`src/rtl/spi_tx_engine.sv`:
```
// SPI transmit engine: buffers words and serialises them onto MOSI, one bit
// per external Shift_Sig strobe, with gapless reload between frames.
// Build option: define SPI_TX_ENGINE_FIFO_EN for a FIFO_DEPTH-entry TX FIFO;
// when it is undefined a single holding register buffers the next word.
module spi_tx_engine #(
    parameter int DATA_W     = 8,
    parameter int FIFO_DEPTH = 4
) (
    input  logic              CLK,
    input  logic              RSTn,
    input  logic              Wr_En,
    input  logic [DATA_W-1:0] Wr_Data,
    input  logic              Lsb_First,
    input  logic              Shift_Sig,
    output logic              MOSI,
    output logic              Busy_Sig,
    output logic              Done_Sig,
    output logic              Full,
    output logic              Ovf_Sig
);

    localparam int CNT_W = (DATA_W > 1) ? $clog2(DATA_W) : 1;
    localparam logic [CNT_W-1:0] CNT_LAST = CNT_W'(DATA_W - 1);
    localparam logic [CNT_W-1:0] CNT_ONE  = CNT_W'(1);

    typedef enum logic {
        ST_IDLE  = 1'b0,
        ST_SHIFT = 1'b1
    } state_t;

    // Elaboration-time parameter sanity checks
    if (DATA_W < 2 || DATA_W > 32) begin : g_bad_data_w
        $error("spi_tx_engine: DATA_W must be within 2..32");
    end
    if (FIFO_DEPTH < 2 || (FIFO_DEPTH & (FIFO_DEPTH - 1)) != 0) begin : g_bad_depth
        $error("spi_tx_engine: FIFO_DEPTH must be a power of two >= 2");
    end

    // Buffer <-> shifter handshake
    logic              w_buf_empty;
    logic [DATA_W-1:0] w_buf_head;
    logic              w_push_ok;
    logic              w_pop;

    // Frame engine state
    state_t            r_state;
    state_t            w_state_nxt;
    logic [DATA_W-1:0] r_shift;
    logic [DATA_W-1:0] w_shift_nxt;
    logic [CNT_W-1:0]  r_cnt;
    logic [CNT_W-1:0]  w_cnt_nxt;
    logic              r_lsb;
    logic              w_lsb_nxt;
    logic              r_mosi;
    logic              w_mosi_nxt;
    logic              r_busy;
    logic              w_busy_nxt;
    logic              r_done;
    logic              w_done_nxt;
    logic              w_load;

    // Next-state and datapath decode: load, shift, or frame completion
    always_comb begin
        w_state_nxt = r_state;
        w_shift_nxt = r_shift;
        w_cnt_nxt   = r_cnt;
        w_lsb_nxt   = r_lsb;
        w_mosi_nxt  = r_mosi;
        w_busy_nxt  = r_busy;
        w_done_nxt  = 1'b0;
        w_load      = 1'b0;
        case (r_state)
            ST_IDLE: begin
                // Shift strobes are ignored here; only a buffered word starts a frame
                if (!w_buf_empty) begin
                    w_load = 1'b1;
                end
            end
            ST_SHIFT: begin
                if (Shift_Sig) begin
                    if (r_cnt == '0) begin
                        w_done_nxt = 1'b1;
                        if (!w_buf_empty) begin
                            w_load = 1'b1;
                        end else begin
                            w_state_nxt = ST_IDLE;
                            w_busy_nxt  = 1'b0;
                        end
                    end else begin
                        w_cnt_nxt = r_cnt - CNT_ONE;
                        if (r_lsb) begin
                            w_shift_nxt = r_shift >> 1;
                            w_mosi_nxt  = r_shift[1];
                        end else begin
                            w_shift_nxt = r_shift << 1;
                            w_mosi_nxt  = r_shift[DATA_W-2];
                        end
                    end
                end
            end
            default: begin
                w_state_nxt = ST_IDLE;
            end
        endcase
        // A load drives the first bit immediately and latches the bit order
        if (w_load) begin
            w_state_nxt = ST_SHIFT;
            w_shift_nxt = w_buf_head;
            w_lsb_nxt   = Lsb_First;
            w_mosi_nxt  = Lsb_First ? w_buf_head[0] : w_buf_head[DATA_W-1];
            w_cnt_nxt   = CNT_LAST;
            w_busy_nxt  = 1'b1;
        end
    end

    assign w_pop = w_load;

    // FSM state register
    always_ff @(posedge CLK or negedge RSTn) begin
        if (!RSTn) begin
            r_state <= ST_IDLE;
        end else begin
            r_state <= w_state_nxt;
        end
    end

    // Frame control registers: counter, bit order, MOSI and status pulses
    always_ff @(posedge CLK or negedge RSTn) begin
        if (!RSTn) begin
            r_cnt  <= '0;
            r_lsb  <= 1'b0;
            r_mosi <= 1'b0;
            r_busy <= 1'b0;
            r_done <= 1'b0;
        end else begin
            r_cnt  <= w_cnt_nxt;
            r_lsb  <= w_lsb_nxt;
            r_mosi <= w_mosi_nxt;
            r_busy <= w_busy_nxt;
            r_done <= w_done_nxt;
        end
    end

    // Shift register holds pure data; its content is ignored until a load
    always_ff @(posedge CLK) begin
        r_shift <= w_shift_nxt;
    end

    assign MOSI     = r_mosi;
    assign Busy_Sig = r_busy;
    assign Done_Sig = r_done;

`ifdef SPI_TX_ENGINE_FIFO_EN
    localparam int PTR_W = $clog2(FIFO_DEPTH);
    localparam int OCC_W = PTR_W + 1;
    localparam logic [PTR_W-1:0] PTR_ONE  = PTR_W'(1);
    localparam logic [OCC_W-1:0] OCC_ONE  = OCC_W'(1);
    localparam logic [OCC_W-1:0] OCC_FULL = OCC_W'(FIFO_DEPTH);

    logic [DATA_W-1:0] r_mem [FIFO_DEPTH];
    logic [PTR_W-1:0]  r_wr_ptr;
    logic [PTR_W-1:0]  r_rd_ptr;
    logic [OCC_W-1:0]  r_occ;
    logic [OCC_W-1:0]  w_occ_nxt;
    logic              r_full;
    logic              r_ovf;

    // A push is refused while full, even if a pop frees a slot this cycle
    assign w_push_ok   = Wr_En && !r_full;
    assign w_buf_empty = (r_occ == '0);
    assign w_buf_head  = r_mem[r_rd_ptr];

    // Occupancy update: push+pop together leaves it unchanged
    always_comb begin
        w_occ_nxt = r_occ;
        case ({w_push_ok, w_pop})
            2'b10:   w_occ_nxt = r_occ + OCC_ONE;
            2'b01:   w_occ_nxt = r_occ - OCC_ONE;
            default: w_occ_nxt = r_occ;
        endcase
    end

    // FIFO storage write at the tail
    always_ff @(posedge CLK) begin
        if (w_push_ok) begin
            r_mem[r_wr_ptr] <= Wr_Data;
        end
    end

    // FIFO pointers (wrap naturally), occupancy, registered Full and overflow pulse
    always_ff @(posedge CLK or negedge RSTn) begin
        if (!RSTn) begin
            r_wr_ptr <= '0;
            r_rd_ptr <= '0;
            r_occ    <= '0;
            r_full   <= 1'b0;
            r_ovf    <= 1'b0;
        end else begin
            if (w_push_ok) begin
                r_wr_ptr <= r_wr_ptr + PTR_ONE;
            end
            if (w_pop) begin
                r_rd_ptr <= r_rd_ptr + PTR_ONE;
            end
            r_occ  <= w_occ_nxt;
            r_full <= (w_occ_nxt == OCC_FULL);
            r_ovf  <= Wr_En && r_full;
        end
    end

    assign Full    = r_full;
    assign Ovf_Sig = r_ovf;
`else
    logic [DATA_W-1:0] r_hold_data;
    logic              r_hold_vld;
    logic              r_ovf;

    // The holding register counts as full whenever it carries a word
    assign w_push_ok   = Wr_En && !r_hold_vld;
    assign w_buf_empty = !r_hold_vld;
    assign w_buf_head  = r_hold_data;

    // Holding register data capture
    always_ff @(posedge CLK) begin
        if (w_push_ok) begin
            r_hold_data <= Wr_Data;
        end
    end

    // Holding register valid flag and overflow pulse
    always_ff @(posedge CLK or negedge RSTn) begin
        if (!RSTn) begin
            r_hold_vld <= 1'b0;
            r_ovf      <= 1'b0;
        end else begin
            if (w_push_ok) begin
                r_hold_vld <= 1'b1;
            end else if (w_pop) begin
                r_hold_vld <= 1'b0;
            end
            r_ovf <= Wr_En && r_hold_vld;
        end
    end

    assign Full    = r_hold_vld;
    assign Ovf_Sig = r_ovf;
`endif

endmodule

```
`config.mk`:
```
export PLATFORM = sky130hd
export DESIGN_NAME = spi_tx_engine
export DESIGN_NICKNAME = d
export VERILOG_FILES = /design/src/rtl/spi_tx_engine.sv
export SDC_FILE = /design/constraint.sdc
export NUM_CORES = 1
export LEC_CHECK = 0
export CAP_MARGIN = 10
export CORE_MARGIN = 2
export CORE_UTILIZATION = 50
export CTS_CLUSTER_DIAMETER = 80
export CTS_CLUSTER_SIZE = 14
export DETAILED_ROUTE_END_ITERATION = 10
export DONT_BUFFER_PORTS = 1
export PLACE_DENSITY = 0.72
export SYNTH_ARGS = -nofsm -noshare
export SYNTH_HDL_FRONTEND = slang
export SYNTH_SLANG_ARGS = --single-unit
```
`constraint.sdc`:
```
create_clock -name CLK -period 1.95 [get_ports CLK]
set_input_delay 0.0975 -clock CLK [delete_from_list [all_inputs] [get_ports CLK]]
set_output_delay 0.0975 -clock CLK [all_outputs]
set_load 0.01 [all_outputs]
```
==> flow_metrics.tcl, run 1 <==
set metrics [dict create \
    die_h_um 51.4 \
    grt_pass1_wl_mm 3.09 \
    synthSimpleGateAreaFrac 0.110 \
    drc 0 \
    cts_root_buffer "clkbuf_4" \
    grt_max_degree 16 \
    hp-class "in2reg" \
    post-route-util 0.606 \
    fmax_mhz 556 \
    wl_per_cell_um 15.3 \
    clockBufferDepth 2 \
    p_per_area_mw_per_mm2 1220 \
    synth_compound_area_frac 0.0948 \
    tightest_slew_ns 0.637 \
    nFillCells 178 \
    overflow 0 \
    avgSynthCellArea_um2 13.1 \
    placed_area_mm2 0.00114 \
    max-slew-margin-rel 0.574 \
    ant_nets 0 \
    cp-start-kind "flip-flop" \
    netlist_instances 86 \
    vias_per_cell 5.46 \
    drt_first_iter_violations 21 \
    crit_type "reg2reg" \
    cp.arrival_ns 1.87 \
    drv_cap 0 \
    skew_ns 0.0119 \
    dp_cells 111 \
    grt_pass1_vias 689 \
    cp_max_fo 14 \
    finalMaxSlewViolations 0 \
    initial_core_util 0.517 \
    portBuffers 0 \
    fin_setup_tns_ns 0 \
    grt.total_usage 0.167 \
    clk_latency_ns 0.32 \
    nets 115 \
    yosys_warnings 0 \
    fp.dieArea_mm2 0.00264 \
    cts_buffers 3 \
    wl_mm 1.94 \
    p_leak_uw 0.000511 \
    required_ns 2.03 \
    finalHoldViolations 0 \
    synthXorXnorAreaFrac 0 \
    drive_above_1_share 0.101 \
    ir_drop_mv 0.823 \
    die_w_um 51.4 \
    syn_area_mm2 0.00112 \
    dp_hpwl_mm 1.18 \
    clock_sinks 26 \
    ys_seq_area_frac 0.651 \
    coreArea_mm2 0.00217 \
    rsz0062_at_grt "no" \
    synth_top_family_by_area "simple AND/OR/NAND/NOR gates" \
    cts.clk_slew.worst_paths_ns 0.14 \
    synth_nets 101 \
    fin_crit_ns 1.80 \
    firstDrtPassIters 4 \
    fin_crit_sh 0.922 \
    final_cell_area_mm2 0.00132 \
    instances_no_fill 127 \
    area_delta_synth_final_pct 17.2 \
    htreeDepth 1 \
    row_count 17 \
    synthAdderAreaFrac 0.0223 \
    io_pins 18 \
    antennaDiodeCount 0 \
    outcome "finished clean" \
    synthMuxAreaShare 0.0914 \
    setup_violations 0 \
    ys_types 23 \
    vias 694 \
    cts.repair.resized 0 \
    endpoint_kind "flip-flop" \
    synth_seq_cells 26 \
    cts_tree "built" \
    antenna_found_initial 0 \
    gp_congestion 0.774 \
]
## worst max-delay path, stage by stage, from the launching register on
cell	delay, ns
dfrtp_1	0.41
inv_1	0.08
ha_1	0.21
nand3b_1	0.13
a21oi_2	0.33
buf_4	0.25
o21ai_0	0.14
## cells by family after synthesis
group / after synthesis
AOI/OAI and AO/OA: 17
buffers and inverters: 7
muxes: 10
adders and majority gates: 2
and+or+nand+nor: 24
DFF: 26
## metal layers
metal	global-route usage	part of all wire
met1	0.183	0.41
met2	0.308	0.53
met3	0.0409	0.056
met4	0.0658	0.0041
met5	0	0
## layout by cell type (no fill, tap or decap), drive strengths merged
cell         synthesis  final
dlygate4sd3          0     12
edfxtp              16     16
ha                   2      2
a311oi               1      1
inv                  3      3
a21oi                3      3
nor2                 3      3
mux2                 2      2
nand2b               4      4
and2                 3      3
buf                  3      1
dfrtp               10     10
bufinv               0      1
nand2               12     12
o21ai                9      9
clkbuf               1      3
mux2i                8      8
nand3b               1      1
a21o                 1      1
a41oi                3      3
nor2b                1      1
## flip-flops by register name (all words and copies together), names as in the netlist
register and cells:
Ovf_Sig 1, Full 1, r_cnt 3, r_state 1, MOSI 1, r_lsb 1, r_hold_data 8, Done_Sig 1
Busy_Sig 1, r_shift 8
## synthesized netlist by cell type, drive strengths merged
| master | number | area, µm² |
|---|---|---|
| and2 | 3 | 21.3 |
| a311oi | 1 | 8.76 |
| nand2 | 12 | 45.0 |
| edfxtp | 16 | 480 |
| buf | 3 | 17.5 |
| nand2b | 4 | 32.5 |
| mux2 | 2 | 22.5 |
| inv | 3 | 11.3 |
| dfrtp | 10 | 250 |
| a21o | 1 | 7.51 |
| nor2b | 1 | 6.26 |
| a21oi | 3 | 18.8 |
| ha | 2 | 25.0 |
| o21ai | 9 | 45.0 |
| a41oi | 3 | 26.3 |
| clkbuf | 1 | 5.00 |
| nand3b | 1 | 7.51 |
| nor2 | 3 | 11.3 |
| mux2i | 8 | 80.1 |
## worst paths after layout
path	depth (start not counted)	endpoint	slack [ns]	from
max	6	r_shift[3]	0.15	r_cnt[0]
min reg2reg	1	r_cnt[0]	0.53	r_cnt[0]
min in group asynchronous	1	MOSI	0.14	RSTn
max in group asynchronous	1	r_lsb	1.50	RSTn
min	3	r_state	0.03	Shift_Sig
max reg2reg	6	r_shift[3]	0.15	r_cnt[0]
## cell type report
cell class              count  area [µm²]  share of cell area
flip-flops and latches     26         731               0.556
repair buffers             13         128              0.0971
clock buffers               3        22.5              0.0171
multi-input cells          53         358               0.272
inverters                   3        11.3             0.00856
clock inverters             1        30.0              0.0228
well taps                  28        35.0              0.0266
## metrics by stage
| stage | power, µW | hold slack [ns] | setup WS [ns] |
|---|---|---|---|
| floorplan | 1140 | -0.198 | 0.395 |
| global placement | 1200 | -0.198 | 0.251 |
| detailed placement | 1220 | -0.198 | 0.192 |
| CTS | 1590 | 0.0256 | 0.173 |
| global route | 1690 | 0.0361 | 0.0294 |
| finish | 1600 | 0.0278 | 0.153 |
## what timing repair did
| action | CTS | global route |
|---|---|---|
| buffers inserted | 0 | 0 |
| hold buffers | 12 | 0 |
| hold endpoints to repair | 26 | 0 |
## power breakdown
part           switching (µW)  internal [µW]
Combinational             164            190
Clock                     155            208
Sequential                126            757
(Power assumes the default switching activity.)
==> run 2, diff against run 1 <==
--- a/config.mk
+++ b/config.mk
@@ -6,6 +6,7 @@
 export NUM_CORES = 1
 export LEC_CHECK = 0
 export CAP_MARGIN = 10
+export CORE_ASPECT_RATIO = 1.25
 export CORE_MARGIN = 2
 export CORE_UTILIZATION = 50
 export CTS_CLUSTER_DIAMETER = 80
==> run 2 against run 1 <==
Effect of this change:
- combinational power is 1% higher
- clock-buffer cell count stayed put
- global-route usage is 0.83 points lower
- setup slack better by 0.013 ns
- core utilization is 0.060 points higher
- sequential power hardly changed
- design area is 0.19% lower
- hold slack worse by 0.0031 ns
- sequential cell count stayed put
- sequential share of layout area is 0.11 points higher
- clock skew hardly changed
- total power is 8.4% lower
- critical endpoint is now r_shift[5]
- largest cell class unchanged
==> flow_metrics.tcl, run 2 (synthesis results as in run 1) <==
set metrics [dict create \
    outcome "finished clean" \
    gp_congestion 0.838 \
    die_h_um 57.0 \
    p_comb_frac 0.244 \
    rsz0062_at_grt "no" \
    cts.repair.resized 0 \
    fmax_mhz 560 \
    p_leak_uw 0.000507 \
    nets 116 \
    drive_above_1_share 0.100 \
    endpoint_kind "flip-flop" \
    area_delta_synth_final_pct 16.9 \
    p_per_area_mw_per_mm2 1120 \
    fp.dieArea_mm2 0.00264 \
    cp-start-kind "flip-flop" \
    m1WireLength_um 834 \
    drc 0 \
    wl_met3_um 77 \
    clk_latency_ns 0.32 \
    cts.clk_slew.worst_paths_ns 0.14 \
    initial_core_util 0.519 \
    r2r_end "r_shift[5]" \
    firstDrtPassIters 4 \
    drv_cap 0 \
    cts_root_buffer "clkbuf_4" \
    wl_met2_um 854 \
    grt_pass1_vias 652 \
    highest-signal-layer "met4" \
    grt_pass1_wl_mm 2.96 \
    finalHoldViolations 0 \
    mostFrequentLayoutCells "edfxtp_1, nand2_1, dlygate4sd3_1, dfrtp_1, o21ai_0" \
    required_ns 2.03 \
    finalMaxSlewViolations 0 \
    fin_setup_tns_ns 0 \
    coreArea_mm2 0.00216 \
    tightest_slew_ns 0.466 \
    skew_ns 0.0117 \
    p_sw_uw 438 \
    clockBufferDepth 2 \
    die_w_um 46.4 \
    grt.total_usage 0.159 \
    row_count 19 \
    clock_sinks 26 \
    cts_buffers 3 \
    p_clk_frac 0.156 \
    cp_max_fo 16 \
    wl_mm 1.79 \
    fin_crit_ns 1.78 \
    antenna_found_initial 0 \
    htreeDepth 1 \
    r2r-start "r_cnt[0]" \
    max_stage_delay_ns 0.42 \
    overflow 0 \
    wl_per_cell_um 13.6 \
    portBuffers 0 \
    vias_per_cell 5.07 \
    cell_internal_pwr_uw 1030 \
    nFillCells 176 \
    cp.arrival_ns 1.86 \
    cp_slowest_cell "dfrtp_1" \
    antennaDiodeCount 0 \
    ir_drop_mv 0.686 \
    reg2reg_slack_ns 0.17 \
    whs_path_depth 3 \
    largestRegisters "r_hold_data: 8 flops, r_shift: 8 flops, r_cnt: 3 flops" \
    setup_ws_ns 0.166 \
    drt_first_iter_violations 36 \
    hp-class "in2reg" \
    min_from "Shift_Sig" \
    p_total_uw 1470 \
    io_pins 18 \
    fin_crit_sh 0.915 \
    dp_hpwl_mm 1.24 \
    layout_commonest_cell "edfxtp_1" \
    pwr-share-seq 0.600 \
    post-route-util 0.607 \
    vias 664 \
    hold_end "r_state" \
    swShare 0.299 \
    cp_cell_sequence "inv_1, ha_1, nand3b_1, a21oi_2, buf_12, o21ai_0" \
    rr_worst_depth 6 \
    cts_tree "built" \
    setup_violations 0 \
    post_cts_buffers 0 \
    max-slew-margin-rel 0.689 \
    dpl_worst_slack_ns 0.200 \
    grt_max_degree 17 \
    crit_type "reg2reg" \
    ant_nets 0 \
]
==> run 2: timing repair <==
action,CTS,global route
hold endpoints to repair,26,0
hold buffers,12,0
endpoints found under the setup margin,0,0
==> run 2: power groups by stage <==
stage | clock network [µW] | registers [µW] | logic [µW]
after detailed placement | 0 | 898 | 333
after global placement | 0 | 895 | 319
after floorplan | 0 | 836 | 308
after global routing | 251 | 906 | 402
final | 228 | 881 | 358
after CTS | 232 | 885 | 359
==> run 2: final cells by class <==
class	count	area (µm²)	area share
Multi-Input combinational cell	53	358	0.273
Clock inverter	1	3.75	0.00286
Tap cell	31	38.8	0.0296
Inverter	3	11.3	0.00858
Sequential cell	26	731	0.557
Timing Repair Buffer	14	148	0.112
Clock buffer	3	22.5	0.0172
==> run 2: how the worst max path moves through the flow <==
stage | startpoint | endpoint | slack, ns | cells past startpoint
6_report | r_cnt[0] | r_shift[5] | 0.17 | 6
5_1_grt | r_cnt[0] | r_shift[3] | 0.06 | 6
4_1_cts | r_cnt[0] | r_shift[5] | 0.18 | 6
3_3_place_gp | r_cnt[0] | r_shift[0] | 0.32 | 6
2_1_floorplan | r_cnt[0] | r_lsb | 0.39 | 6
3_5_place_dp | r_cnt[0] | r_shift[5] | 0.20 | 6
==> run 2: per-layer routing <==
layer | up-vias | GRT usage
met1 | 309 | 0.236
met2 | 19 | 0.226
met5 | - | 0
met3 | 2 | 0.0285
li1 | 334 | -
met4 | 0 | 0.0735
==> run 2: per-stage QoR <==
step / hold WS, ns / cell area, µm² / instances
CTS: 0.0247 / 1310 / 131
detailed placement: -0.198 / 1170 / 115
global placement: -0.198 / 1170 / 115
finish: 0.0248 / 1310 / 131
global route: 0.0230 / 1310 / 131
floorplan: -0.198 / 1120 / 86
==> run 2: worst max-delay path, delay by kind of cell (launching register included) <==
kind                       cells  cell delay [ns]
adders and majority gates      1             0.23
AOI/OAI and AO/OA              2             0.48
buffers and inverters          2             0.27
DFF                            1             0.42
and+or+nand+nor                1             0.14
